File: config.mk
export PLATFORM = sky130hd
export DESIGN_NAME = shift_right_seq
export DESIGN_NICKNAME = d
export VERILOG_FILES = /design/src/rtl/shift_right_seq.sv
export SDC_FILE = /design/constraint.sdc
export NUM_CORES = 1
export LEC_CHECK = 0
export ABC_AREA = 1
export BUFFER_PORTS_ARGS = -buffer_cell sky130_fd_sc_hd__buf_2
export CORE_MARGIN = 2
export CORE_UTILIZATION = 51
export CTS_CLUSTER_DIAMETER = 50
export DETAILED_ROUTE_END_ITERATION = 8
export PLACE_DENSITY = 0.76
export SLEW_MARGIN = 20
export SYNTH_ARGS = -nofsm -noshare
export SYNTH_HDL_FRONTEND = slang
export SYNTH_SLANG_ARGS = --single-unit
File: constraint.sdc
create_clock -name clk -period 1.5 [get_ports clk]
set_input_delay 0 -clock clk [delete_from_list [all_inputs] [get_ports clk]]
set_output_delay 0 -clock clk [all_outputs]
set_load 0.01 [all_outputs]
File: src/rtl/shift_right_seq.sv
// rtl/shift_right_seq.sv - multi-cycle logical right shifter with programmable fill bit
//
// Purpose:
//   Shifts operand A right by min(B, BW) positions, one position per clock,
//   inserting the captured fill bit Fin at the MSB on every shift. The result
//   Y and the last bit shifted out E are registered on entry to DONE and held
//   until the next result or reset.
//
// Ports:
//   clk    in   1   rising-edge clock
//   rst_n  in   1   synchronous active-low reset
//   start  in   1   request a new shift; ignored while busy
//   A      in   BW  operand
//   B      in   BW  unsigned shift amount
//   Fin    in   1   fill bit inserted at the MSB
//   busy   out  1   high while shifting
//   done   out  1   one-cycle pulse while the result is being presented
//   Y      out  BW  registered shift result
//   E      out  1   registered last bit shifted out

module shift_right_seq #(
  parameter int BW = 4
) (
  input  logic          clk,
  input  logic          rst_n,
  input  logic          start,
  input  logic [BW-1:0] A,
  input  logic [BW-1:0] B,
  input  logic          Fin,
  output logic          busy,
  output logic          done,
  output logic [BW-1:0] Y,
  output logic          E
);

  typedef enum logic [1:0] {
    IDLE  = 2'd0,
    SHIFT = 2'd1,
    DONE  = 2'd2
  } state_t;

  // Counter must be able to hold BW itself.
  localparam int CW = $clog2(BW + 1);
  // Wide enough for both B and the constant BW, so the clamp compare is exact.
  localparam int XW = (BW > CW) ? BW : CW;

  localparam logic [CW-1:0] BW_CNT  = CW'(BW);
  localparam logic [XW-1:0] BW_WIDE = XW'(BW);

  state_t        state_q, state_d;
  logic [BW-1:0] work_q,  work_d;
  logic [CW-1:0] cnt_q,   cnt_d;
  logic          fin_q,   fin_d;
  logic          over_q,  over_d;
  logic [BW-1:0] y_q,     y_d;
  logic          e_q,     e_d;

  logic [XW-1:0] b_wide;
  logic          b_over;
  logic [CW-1:0] n_cnt;
  logic [BW-1:0] work_shifted;

  // Shift count N = min(B, BW). When B exceeds BW every original bit is pushed
  // out, so E must report the fill bit rather than A[BW-1]; remember that case.
  assign b_wide = XW'(B);
  assign b_over = (b_wide > BW_WIDE);
  assign n_cnt  = b_over ? BW_CNT : CW'(B);

  generate
    if (BW == 1) begin : g_shift_narrow
      assign work_shifted = fin_q;
    end else begin : g_shift_wide
      assign work_shifted = {fin_q, work_q[BW-1:1]};
    end
  endgenerate

  always_comb begin
    state_d = state_q;
    work_d  = work_q;
    cnt_d   = cnt_q;
    fin_d   = fin_q;
    over_d  = over_q;
    y_d     = y_q;
    e_d     = e_q;

    case (state_q)
      IDLE, DONE: begin
        if (start) begin
          fin_d  = Fin;
          over_d = b_over;
          work_d = A;
          if (n_cnt != '0) begin
            state_d = SHIFT;
            cnt_d   = n_cnt;
          end else begin
            // Zero-length shift: result is available immediately.
            state_d = DONE;
            cnt_d   = '0;
            y_d     = A;
            e_d     = 1'b0;
          end
        end else begin
          state_d = IDLE;
        end
      end

      SHIFT: begin
        // start is deliberately not looked at here.
        work_d = work_shifted;
        cnt_d  = cnt_q - 1'b1;
        if (cnt_q == CW'(1)) begin
          state_d = DONE;
          y_d     = work_shifted;
          e_d     = over_q ? fin_q : work_q[0];
        end
      end

      default: begin
        state_d = IDLE;
      end
    endcase
  end

  always_ff @(posedge clk) begin
    if (!rst_n) begin
      state_q <= IDLE;
      work_q  <= '0;
      cnt_q   <= '0;
      fin_q   <= 1'b0;
      over_q  <= 1'b0;
      y_q     <= '0;
      e_q     <= 1'b0;
    end else begin
      state_q <= state_d;
      work_q  <= work_d;
      cnt_q   <= cnt_d;
      fin_q   <= fin_d;
      over_q  <= over_d;
      y_q     <= y_d;
      e_q     <= e_d;
    end
  end

  assign busy = (state_q == SHIFT);
  assign done = (state_q == DONE);
  assign Y    = y_q;
  assign E    = e_q;

endmodule

After elaboration in Yosys (flattened, before gate mapping)
Cells that the tools add are included.
- reduce and logical (&&, ||, !) cells: 7
- equality and inequality tests: 6
- order comparisons: 1
- add/sub/neg operators: 1
- muxes and demuxes: 19
- operators with widths (kind ; number):
    $mux W4 ; 4
    $pmux W4 S2 ; 2
    $mux W3 ; 3
    $mux W2 ; 3
    $pmux W3 S2 ; 1
    $gt A4 B3 Y1 const B ; 1
    $mux W1 ; 4
    $ne A2 B2 Y1 const B ; 2
    $pmux W2 S2 ; 1
    $reduce_and A2 Y1 ; 2
    $reduce_and A4 Y1 ; 1
    $eq A3 B1 Y1 const B ; 1
    $reduce_bool A3 Y1 ; 1
    $sub A3 B1 Y3 const B ; 1
    $eq A2 B1 Y1 const B ; 1
    $eq A2 B2 Y1 const B ; 1
    $logic_not A2 Y1 ; 1
    $ne A2 B1 Y1 const B ; 1
    $pmux W1 S2 ; 1
    $reduce_bool A2 Y1 ; 1
    $reduce_or A2 Y1 ; 1
- output and inout bits: 7
- bits of input ports: 12
- logic and storage cells: 41
- register bits: 16

Longest topological paths before layout
- depth in word-level cells: 6
- gate-level depth with buffers: 9
- depth with buffers taken out: 9

Worst setup path before layout
Ideal clock, no wire load.
- path kind: reg-to-reg
- from: register cnt_q[0]
- to: register y_q[0], in the netlist Y[0]
- data arrival time: 0.994 ns
- path buffers: 0
- setup time: 0.064 ns
- cell stages (with the launch flop): 8
- required time: 1.436 ns
- slack: 0.442 ns
- clock period less this slack: 1.058 ns
- cells stage by stage: dfxtp_1 ha_1 nand2_1 nand2_4 nand2_4 a21oi_4 nor2_1 nor2_1
- word-level cells in the longest chain between the ends: 3
- RTL lines (what ; line ; source):
    from (decl) ; 52 ; logic [CW-1:0] cnt_q, cnt_d;
    from (signal assigned) ; 136 ; cnt_q <= cnt_d;
    $eq A3 B1 Y1 ; 111 ; if (cnt_q == CW'(1)) begin
    $ne A2 B1 Y1 (no source line) ; -- ;
    $reduce_and A4 Y1 (no source line) ; -- ;
    to (signal assigned) ; 139 ; y_q <= y_d;
    to (decl) ; 55 ; logic [BW-1:0] y_q, y_d;
No other way between the ends.
A chain may end at the register's enable or synchronous reset.

Worst setup path after layout
- from: register state_q[0]
- to: register y_q[1], in the netlist Y[1]
- word-level cells in the longest chain between the ends: 4
- elaborated cells between the ends (all ways): 10
- classes of those cells: 5 x eq/ne; 1 x mux; 4 x reduce/logical
- RTL lines (what ; line ; source):
    from (decl) ; 50 ; state_t state_q, state_d;
    from (signal assigned) ; 134 ; state_q <= state_d;
    $eq A2 B2 Y1 / $logic_not A2 Y1 (equally long branches) ; 86 ; case (state_q)
    $reduce_or A2 Y1 ; 86 ;
    $ne A2 B2 Y1 (no source line) / $reduce_bool A2 Y1 (equally long branches) ; -- ;
    $reduce_and A4 Y1 (no source line) ; -- ;
Parallel ways exist; a longest one is shown, timed or not.

==> run summary <==
pin count of the biggest net entering global routing: 15
first-pass GRT wire length: 2840 um
YS warnings: 0
internal reg-to-reg setup slack: 250 ps
Hold EP: cnt_q[0]
Initial Util: 0.548
Tot Pwr: 1.00 mW
maximum vdd ir drop: 0.000694 V
Static Leak: 0.465 nW
HP Class: in2reg
clk_skew: 3.43 ps
most frequent cells in the layout: nand2_1, buf_2, dfxtp_1
Post-layout nets: 146
critical register-to-register path endpoint: Y[1]
Synth top area share: 0.384
FILL cells: 144
vias per inst: 5.15
distinct cell type count after synthesis: 22
die area: 0.00198 sq mm
Yosys reg bits: 16
CTS tree: yes
TNS Setup: 0 ps
Critical Path RT: 1720 ps
num rows: 14
die outline width: 44.5 um
drt pass-1 iters: 5
WHS Path Cells: 3
initial antenna violation count: 0
Post-Synthesis Cells: 110
CP Class: reg2reg
Slew Viols, Final: 0
share of layout cells above drive strength 1: 0.300
sequential area share after synthesis: 0.384
Core ar.: 0.00152 sq mm
Cell Area, Synth: 835 sq um
synth-to-layout area growth: 14.4%
min cycle time layout: 1250 ps
Max Cap Violations: 0
Hold Violations, Final: 0
# H-tree levels: 1
io pins: 19
Inserted Clock Buffers: 3
CP arrival: 1480 ps
clk_lat worst skew: 280 ps
Final Wtd Congestion: 0.806
Max Clk Rate: 0.798 GHz
PortBufs: 18
Slew HR: 0.804
ranking of synthesized cells by area: dfxtp_1, nand2_1, nand2_4
Worst Max-Slew Pin Slew: 290 ps
vias: 752
vias in the first global route: 667
Clk Tree Root Cell: clkbuf_4
Iter 0 DRT Violations: 8
global route overflow: 0
final setup vio count: 0
status: finished, final reports clean
die height: 44.5 um
setup bufs post-CTS: 0
critical path launch point type: flip-flop
Clock Sinks: 16
crit-path max FO: 14
Post-route DRC: 0
Clock transition at path regs: 80 ps
Worst setup EP type: flip-flop
antenna-violating nets left: 0
Hold Path Origin: B[0]
RSZ-0062 raised after global routing: no
wire per inst: 11.2 um
maximum buffer depth of the clock tree: 2
HPWL Detailed: 1300 um
diodes inserted: 0
PwrDens: 1050 mW/mm^2
Synth area leader: dfxtp_1
R2R cell count: 6
Mean Syn Cell Area: 7.59 sq um
hold slack: 38.0 ps
DRT Wirelength: 1640 um
Total GRT Usage: 0.198
Final period util: 0.835
reg-to-reg startpoint: state_q[0]
Mapped Nets: 124
==> final cells by class <==
| type | count | area, sq um | area share |
|---|---|---|---|
| clock buffer | 3 | 22.5 | 0.0236 |
| inverter | 15 | 56.3 | 0.0590 |
| multi-input combinational | 76 | 428 | 0.448 |
| sequential | 16 | 320 | 0.336 |
| tap | 16 | 20.0 | 0.0210 |
| timing repair buffer | 20 | 108 | 0.113 |
==> flip-flops by register name, indices dropped and copies added, names as in the netlist <==
| register | count |
|---|---|
| E | 1 |
| Y | 4 |
| cnt_q | 3 |
| fin_q | 1 |
| over_q | 1 |
| state_q | 2 |
| work_q | 4 |
==> cells in the mapped netlist, drive strengths merged <==
cell,instances
a21oi,9
a31oi,1
buf,3
dfxtp,16
ha,2
inv,15
nand2,24
nand3,7
nand4,1
nor2,15
o211ai,2
o21ai,14
xor2,1
==> where the power goes <==
| group | total (mW) | internal, mW | switching, mW |
|---|---|---|---|
| Sequential | 0.506 | 0.473 | 0.0328 |
| Clock | 0.217 | 0.0933 | 0.124 |
| Combinational | 0.281 | 0.108 | 0.172 |
| Total | 1.00 | 0.675 | 0.329 |
==> timing repair <==
item                      4_1_cts  5_1_grt
hold buffers                    1        0
hold endpoints to repair        1        0
gates resized for setup         0        0
==> worst max-delay path by stage <==
stage                           from  cells after the start    to
after floorplan             cnt_q[0]                      7  Y[0]
after global placement    state_q[0]                      7  Y[1]
after detailed placement  state_q[0]                      6  Y[1]
after CTS                 state_q[0]                      6  Y[1]
after global routing      state_q[1]                      7  Y[1]
final                     state_q[0]                      6  Y[1]
==> per-stage QoR <==
step                      utilization  area, sq um  std cells  worst slack, ps
after global placement          0.605          922        142              330
after detailed placement        0.605          922        142              282
after floorplan                     -          835        110              442
after CTS                       0.626          955        146              258
final                           0.626          955        146              247
after global routing            0.626          955        146              129
==> critical path, stage by stage (launching register included) <==
cell	delay [ps]
dfxtp_1	390
nand2_2	170
nand2_4	190
nand2_4	80
a21oi_4	210
nor2_1	70
nor2_1	80
==> cells by family (layout without fill, tap and decap cells) <==
kind of cell,count (synthesis),after routing,synth area share
fa+ha+maj,2,2,0.0300
compound gates,26,26,0.190
buf+inv,18,38,0.103
simple gates,47,47,0.282
xor+xnor,1,1,0.0105
flops,16,16,0.384
==> layer usage <==
layer	share of wire	wire, um	global-route usage
met5	0	0	0
met1	0.48	787	0.273
met4	0.021	34	0.109
met2	0.46	757	0.300
met3	0.037	61	0.0245
(Power assumes the default switching activity.)
